File: config.mk
export PLATFORM = sky130hd
export DESIGN_NAME = button_conditioner
export DESIGN_NICKNAME = d
export VERILOG_FILES = /design/src/rtl/btn_cond_pkg.sv /design/src/rtl/button_channel.sv /design/src/rtl/button_conditioner.sv
export SDC_FILE = /design/constraint.sdc
export NUM_CORES = 1
export LEC_CHECK = 0
export ABC_CLOCK_PERIOD_IN_PS = 2400
export CAP_MARGIN = 20
export CELL_PAD_IN_SITES_DETAIL_PLACEMENT = 0
export CELL_PAD_IN_SITES_GLOBAL_PLACEMENT = 2
export CORE_ASPECT_RATIO = 0.7
export CORE_MARGIN = 2
export CORE_UTILIZATION = 40
export CTS_BUF_LIST = sky130_fd_sc_hd__clkbuf_8
export CTS_CLUSTER_DIAMETER = 50
export CTS_CLUSTER_SIZE = 20
export DETAILED_ROUTE_END_ITERATION = 6
export PLACE_DENSITY = 0.88
export REMOVE_ABC_BUFFERS = 1
export SYNTH_ARGS = -nofsm -noshare
export SYNTH_HDL_FRONTEND = slang
export SYNTH_HIERARCHICAL = 1
export SYNTH_SLANG_ARGS = --single-unit
File: constraint.sdc
create_clock -name clk -period 2.4 [get_ports clk]
set_clock_uncertainty 0.1 [all_clocks]
set_input_delay 0.36 -clock clk [delete_from_list [all_inputs] [get_ports clk]]
set_output_delay 0.36 -clock clk [all_outputs]
set_load 0.02 [all_outputs]
File: src/rtl/btn_cond_pkg.sv
// Shared constants and types for the pushbutton conditioning path:
// button indices, default board timing and the hold-to-repeat state encoding.
package btn_cond_pkg;

  localparam int BTN_CENTER = 0;
  localparam int BTN_UP     = 1;
  localparam int BTN_DOWN   = 2;
  localparam int BTN_LEFT   = 3;
  localparam int BTN_RIGHT  = 4;

  // Defaults assume a 50 MHz clock: 20 ms debounce, 0.5 s first repeat, 0.1 s repeat rate.
  localparam int DEF_NUM_BTN         = 5;
  localparam int DEF_DEBOUNCE_CYCLES = 1_000_000;
  localparam int DEF_REPEAT_DELAY    = 25_000_000;
  localparam int DEF_REPEAT_PERIOD   = 5_000_000;

  typedef enum logic [1:0] {
    IDLE   = 2'd0,
    HOLD   = 2'd1,
    REPEAT = 2'd2
  } rep_state_t;

  function automatic int max_int(input int a, input int b);
    return (a > b) ? a : b;
  endfunction

endpackage

File: src/rtl/button_channel.sv
// One button: two-flop synchronizer, stable-count debouncer, press edge detector
// and optional hold-to-repeat generator producing one-cycle strobes.
module button_channel
  import btn_cond_pkg::*;
#(
  parameter int DEBOUNCE_CYCLES = DEF_DEBOUNCE_CYCLES,
  parameter int REPEAT_DELAY    = DEF_REPEAT_DELAY,
  parameter int REPEAT_PERIOD   = DEF_REPEAT_PERIOD,
  parameter bit REPEAT_EN       = 1'b0
) (
  input  logic clk,
  input  logic rst_n,
  input  logic raw,
  output logic pulse,
  output logic level
);

  localparam int CNT_W  = $clog2(DEBOUNCE_CYCLES + 1);
  localparam int HCNT_W = $clog2(max_int(REPEAT_DELAY, REPEAT_PERIOD) + 1);
  localparam logic [CNT_W-1:0]  CNT_LAST    = CNT_W'(DEBOUNCE_CYCLES - 1);
  localparam logic [HCNT_W-1:0] DELAY_LAST  = HCNT_W'(REPEAT_DELAY - 1);
  localparam logic [HCNT_W-1:0] PERIOD_LAST = HCNT_W'(REPEAT_PERIOD - 1);

  logic              s1;
  logic              s2;
  logic [CNT_W-1:0]  cnt;
  logic              rise;
  rep_state_t        state;
  rep_state_t        state_next;
  logic [HCNT_W-1:0] hcnt;
  logic [HCNT_W-1:0] hcnt_next;
  logic              pulse_next;

  always_ff @(posedge clk or negedge rst_n) begin
    if (!rst_n) begin
      s1    <= 1'b0;
      s2    <= 1'b0;
      level <= 1'b0;
      cnt   <= '0;
    end else begin
      s1 <= raw;
      s2 <= s1;
      if (s2 == level) begin
        cnt <= '0;
      end else if (cnt == CNT_LAST) begin
        level <= s2;
        cnt   <= '0;
      end else begin
        cnt <= cnt + CNT_W'(1);
      end
    end
  end

  // True in the cycle whose closing edge flips level from 0 to 1.
  assign rise = s2 && !level && (cnt == CNT_LAST);

  always_ff @(posedge clk or negedge rst_n) begin
    if (!rst_n) begin
      state <= IDLE;
      hcnt  <= '0;
      pulse <= 1'b0;
    end else begin
      state <= state_next;
      hcnt  <= hcnt_next;
      pulse <= pulse_next;
    end
  end

  always_comb begin
    state_next = state;
    hcnt_next  = hcnt;
    case (state)
      IDLE: begin
        hcnt_next = '0;
        if (rise && REPEAT_EN) state_next = HOLD;
      end
      HOLD, REPEAT: begin
        // A release always wins over a repeat due in the same cycle.
        if (!level) begin
          hcnt_next  = '0;
          state_next = (rise && REPEAT_EN) ? HOLD : IDLE;
        end else if ((state == HOLD) ? (hcnt == DELAY_LAST) : (hcnt == PERIOD_LAST)) begin
          hcnt_next  = '0;
          state_next = REPEAT;
        end else begin
          hcnt_next = hcnt + HCNT_W'(1);
        end
      end
      default: begin
        state_next = IDLE;
        hcnt_next  = '0;
      end
    endcase
  end

  always_comb begin
    pulse_next = 1'b0;
    case (state)
      IDLE:    pulse_next = rise;
      HOLD:    pulse_next = level ? (hcnt == DELAY_LAST) : rise;
      REPEAT:  pulse_next = level ? (hcnt == PERIOD_LAST) : rise;
      default: pulse_next = 1'b0;
    endcase
  end

endmodule

File: src/rtl/button_conditioner.sv
// Board pushbuttons to game strobes: NUM_BTN independent conditioning channels
// producing one-cycle press/repeat pulses and debounced levels.
module button_conditioner
  import btn_cond_pkg::*;
#(
  parameter int                 NUM_BTN         = DEF_NUM_BTN,
  parameter int                 DEBOUNCE_CYCLES = DEF_DEBOUNCE_CYCLES,
  parameter int                 REPEAT_DELAY    = DEF_REPEAT_DELAY,
  parameter int                 REPEAT_PERIOD   = DEF_REPEAT_PERIOD,
  parameter logic [NUM_BTN-1:0] REPEAT_MASK     = '0
) (
  input  logic               clk,
  input  logic               rst_n,
  input  logic [NUM_BTN-1:0] btn_raw,
  output logic [NUM_BTN-1:0] btn_pulse,
  output logic [NUM_BTN-1:0] btn_level
);

  if (DEBOUNCE_CYCLES < 1) begin : g_bad_debounce
    $error("button_conditioner: DEBOUNCE_CYCLES must be at least 1");
  end
  if (REPEAT_DELAY < 1) begin : g_bad_delay
    $error("button_conditioner: REPEAT_DELAY must be at least 1");
  end
  if (REPEAT_PERIOD < 1) begin : g_bad_period
    $error("button_conditioner: REPEAT_PERIOD must be at least 1");
  end

  for (genvar i = 0; i < NUM_BTN; i++) begin : g_chan
    button_channel #(
      .DEBOUNCE_CYCLES(DEBOUNCE_CYCLES),
      .REPEAT_DELAY   (REPEAT_DELAY),
      .REPEAT_PERIOD  (REPEAT_PERIOD),
      .REPEAT_EN      (REPEAT_MASK[i])
    ) u_chan (
      .clk  (clk),
      .rst_n(rst_n),
      .raw  (btn_raw[i]),
      .pulse(btn_pulse[i]),
      .level(btn_level[i])
    );
  end

endmodule

-- After elaboration in Yosys (flattened, before gate mapping)
Index checks and enable logic that the tools add are counted.
- $add $sub $neg: 10
- eq/ne operators: 35
- muxes and demuxes: 60
- bitwise logic cells: 10
- reductions and logical operators: 35
- operators by type and width (kind ; count):
    25-bit 2-to-1 mux ; 15
    20-bit 2-to-1 mux ; 10
    25-bit by 1-bit adder with 25-bit output, second input constant ; 5
    25-bit by 23-bit equality test with 1-bit output, second input constant ; 5
    25-bit equality test, second input constant ; 5
    20-bit by 1-bit adder with 20-bit output, second input constant ; 5
    20-bit equality test, second input constant ; 5
    2-bit 2-to-1 mux ; 10
    2-bit case mux with 2 select lines ; 5
    2-bit AND reduction ; 10
    1-bit 2-to-1 mux ; 15
    3-bit inequality test, second input constant ; 5
    1-bit case mux with 3 select lines ; 5
    2-bit by 1-bit equality test with 1-bit output, second input constant ; 5
    2-bit equality test, second input constant ; 5
    1-bit logical AND ; 10
    2-bit logical NOT ; 5
    1-bit inverter ; 10
    2-bit OR reduction ; 5
    1-bit equality test ; 5
    1-bit logical NOT ; 5
- flip-flop bits (word level): 255
- bits of input ports: 7
- output and inout bits: 10

-- Logic depth before layout (Yosys ltp)
- word-level depth: 5
- mapped depth: 6
- gate-level depth less buffers: 5

-- By module
Netlist, hierarchy kept.
- by module, submodules not included (module ; times used ; cells each ; area each (um^2) ; sequential area each (um^2)):
    button_channel (g_chan[0].u_chan ...) ; 4 ; 259 ; 2486.1 ; 1251.2
    button_channel (g_chan[1].u_chan) ; 1 ; 266 ; 2571.2 ; 1251.2

-- Worst setup path after synthesis
OpenSTA, ideal clock, no wires.
- path type: flip-flop to flip-flop
- start point: register g_chan[1].u_chan.cnt[0]
- end point: register g_chan[1].u_chan.cnt[18]
- library setup time: 0.078 ns
- data arrival time: 1.861 ns
- required time: 2.222 ns
- slack: 0.361 ns
- stages on the path, launching flop included: 6
- buffers on the path: 0
- period minus slack after synthesis: 2.039 ns
- cell sequence: dfrtp_1 > ha_1 > nand2_1 > or4_4 > or4_1 > a21oi_1
- word-level cells in the longest chain between the ends: 3
- ends and longest elaborated chain (element ; line ; source):
    from (decl) ; button_channel.sv:26 ; logic [CNT_W-1:0] cnt;
    from (signal assigned) ; button_channel.sv:49 ; cnt <= cnt + CNT_W'(1);
    20-bit by 1-bit adder with 20-bit output or 20-bit equality test (tied branches) ; button_channel.sv:49, button_channel.sv:45 ;
    20-bit 2-to-1 mux (*) ; button_channel.sv:45 ; end else if (cnt == CNT_LAST) begin
    20-bit 2-to-1 mux (*) ; button_channel.sv:43 ; if (s2 == level) begin
Every way passes the cells marked *; elsewhere a longest branch is shown, timed or not.
A chain may end at the register's enable or synchronous reset.

-- Worst setup path in the final report
- start point: register g_chan[3].u_chan.hcnt[12]
- end point: register g_chan[3].u_chan.hcnt[14]
- word-level cells in the longest chain between the ends: 5
- ends and longest elaborated chain (element ; line ; source):
    from (decl) ; button_channel.sv:30 ; logic [HCNT_W-1:0] hcnt;
    from (signal assigned) ; button_channel.sv:64 ; hcnt <= hcnt_next;
    branches (longest 2 deep; another with 25-bit by 1-bit adder with 25-bit output) ; n/a ;
    25-bit 2-to-1 mux (*) ; button_channel.sv:82 ; end else if ((state == HOLD) ? (hcnt == DELAY_LAST) : (hcnt == PERIOD_LAST)) begin
    25-bit 2-to-1 mux (*) ; button_channel.sv:79 ; if (!level) begin
    25-bit 2-to-1 mux (*) ; button_channel.sv:72 ; case (state)
    named net g_chan[3].u_chan.hcnt_next[14] ; button_channel.sv:31 ; logic [HCNT_W-1:0] hcnt_next;
Mark *: on every way through the listed nets, which the timed path passes.

==> summary.txt <==
Logic synthesis
  – Async S/R FF share, synth: 100%
  – EDFF count, synth: 0
  – Synth Register Bits: 250
  – Seq/Total Area, Yosys: 50.0%
  – Post-synthesis cell type count: 41
  – Mapped Cells: 1302
  – Top_reg_cell synth: dfrtp_1
  – Cell taking the most area after synthesis: dfrtp_1
  – Syn. warnings: 6
  – Cell with the most instances after synthesis: dfrtp_1
  – Synth top cells by count: 250 x dfrtp_1, 145 x nor2_1, 103 x nand3_1
  – Area contributors post-synth: dfrtp_1 50%, xnor2_1 5.7%, nor2_1 4.3%, nand3_1 4.1%, or3_1 3.2%
  – Post-synthesis instance area: 12500 um2
  – Avg Synthesized Cell Area: 9.61 um2
  – Top-area cell type share of the netlist area: 50.0%

Setup path
  – Critical Path Max Stage Delay: 0.53 ns
  – Worst endpoint data arrival time: 2.56 ns
  – Cell chain of the critical path: or4b_1 -> nor4_1 -> a31o_2 -> buf_12 -> a21oi_1
  – WP buf/inv: 1
  – Critical Path Start Type: flip-flop
  – Crit Path Class: flip-flop to flip-flop
  – Crit. path cell count: 5
  – Crit path max-delay family: simple AND/OR/NAND/NOR gates
  – CP required: 2.76 ns
  – Slowest-stage cell, CP: or4b_1
  – Critical path peak fanout: 18
  – Reg2reg path depth: 5
  – Crit. End Element: flip-flop

CTS
  – Clock Latency Late Sink: 0.59 ns
  – Bufs on Longest Clock Path: 3
  – PostCTS Resize Cnt: 0
  – Clock transition at the registers of the reported paths: 0.10 ns
  – H-tree depth: 1
  – Root Buffer: clkbuf_8
  – # clock sinks: 250
  – CTS tree: built
  – CTS Buf Count: 27

Drt
  – Vias per cell: 5.43
  – ANT nets after route: 0
  – DRC Markers: 0
  – DR iter-0 viols: 670
  – First drt pass iteration count: 5
  – Routed wire length per instance: 14.7 um
  – Final WL: 26100 um
  – Vias: 9691

STA
  – Setup_tns: 0 ns
  – Tcrit/Tclk final: 91.8%
  – Crit path time final: 2.20 ns
  – Unrepaired setup endpoints after global routing: no
  – Slew Limit Headroom: 62.3%
  – Slew Viols, Final: 0
  – Slew @ Worst Pin: 0.560 ns
  – Max Clock Freq: 0.454 GHz
  – Hold Violations, Final: 0
  – Finish-stage setup viols: 0
  – Hold_ws: 0.0980 ns

Pwr
  – Peak VDD IR: 344 uV
  – Pwr per Cell Area: 556 nW/um2
  – Lkg Pwr: 5.30 nW

GRT
  – Global-route wire length before repair: 46500 um
  – Vias in the first global route: 9310
  – Gr usage total: 16.6%
  – Initial antenna violation count: 0
  – Largest net degree at the start of global routing: 56
  – Global route overflow: 0

Final layout
  – # diodes: 0
  – Area grow syn2layout: 12.1%
  – Fillers: 3003
  – Layout cells sized above 1: 9.24%
  – Area of the multi-input gates: 5900 um2
  – Register Area: 6260 um2
  – Nets@finish: 1366

Die
  – Die area: 32700 um2
  – Die Ht: 152 um
  – Row cnt: 54
  – Core box area: 30900 um2
  – Die span in x: 215 um
  – I/O pin cnt: 17
  – Initial Utilization: 40.4%

Place
  – Port bufs: 16
  – Placer's final routability congestion estimate: 0.807
  – Final HPWL DP: 18000 um

Flow run
  – Max_cap viols: 0

Status
  – Outcome: complete, no violations

Hold path
  – HP Class: primary input to flip-flop
  – Hold Crit Depth: 1
-- metrics by stage --
step	worst slack, ns	instance area (um2)	std cells	utilization [%]	total power, mW
floorplan	0.297	12300	1262	-	4.41
global placement	0.205	13400	1734	43.2	4.55
detailed placement	0.221	13400	1734	43.2	4.55
CTS	0.205	14000	1784	45.3	7.96
global route	0.0374	14000	1784	45.3	8.18
finish	0.196	14000	1784	45.3	7.80
-- path summary, 6_finish.rpt --
check                                            end                      start  slack [ns]
max                        g_chan[3].u_chan/hcnt[14]  g_chan[3].u_chan/hcnt[12]        0.20
min                              g_chan[2].u_chan/s1                 btn_raw[2]         0.1
max reg2reg                g_chan[3].u_chan/hcnt[14]  g_chan[3].u_chan/hcnt[12]        0.20
min reg2reg                      g_chan[2].u_chan/s2        g_chan[2].u_chan/s1        0.26
max in group asynchronous   g_chan[2].u_chan/cnt[13]                      rst_n        1.24
min in group asynchronous  g_chan[1].u_chan/hcnt[18]                      rst_n        0.20
-- per-layer routing --
metal	share of wire, %	wire length, um	vias up	GRT usage (%)
met3	3.0	779	34	2.68
li1	-	-	4821	-
met2	40	10500	112	22.7
met1	55	14400	4724	26.9
met4	1.8	464	0	3.55
met5	0	0	-	0
-- power by group --
part	leakage, nW	switching [mW]	total [mW]	internal [mW]
registers	3.46	0.0297	4.27	4.24
clock network	0.332	1.75	3.34	1.59
logic	1.50	0.139	0.194	0.0551
-- kinds of logic after synthesis --
family	after synthesis	synth area share [%]
AO/OA/AOI/OAI	180	8.21
XOR/XNOR	122	8.54
adder cells (fa/ha/maj)	15	1.50
buffers and inverters	89	2.91
flip-flops	250	50.0
multiplexers	5	0.450
AND/OR/NAND/NOR	641	28.4
-- final cells by class --
cell class | count | share of cell area, %
clock inverter | 22 | 1.96
multi-input combinational | 963 | 42.0
clock buffer | 27 | 2.65
inverter | 49 | 1.31
sequential | 250 | 44.6
tap | 420 | 3.75
timing repair buffer | 53 | 3.71
-- layout by cell type (no fill, tap or decap), drive strengths merged, types with 59 or more instances in the layout --
master,synthesis,routed
nand2,61,61
xnor2,81,81
nand4,62,62
a21oi,82,82
nor2,145,145
or3,68,68
o21ai,61,61
nand3,107,107
dfrtp,250,250
inv,49,59
-- repair_timing --
action,4_1_cts,5_1_grt
endpoints found under the hold margin,75,0
buffers inserted,0,0
hold buffers,1,0
-- state kept, by name, indices dropped and copies added (netlist names) --
name	cells
g_chan.u_chan/cnt	100
g_chan.u_chan/hcnt	125
g_chan.u_chan/s1	5
g_chan.u_chan/pulse	5
g_chan.u_chan/state	5
g_chan.u_chan/s2	5
g_chan.u_chan/level	5
No activity file was read; power rests on OpenSTA's default activity.
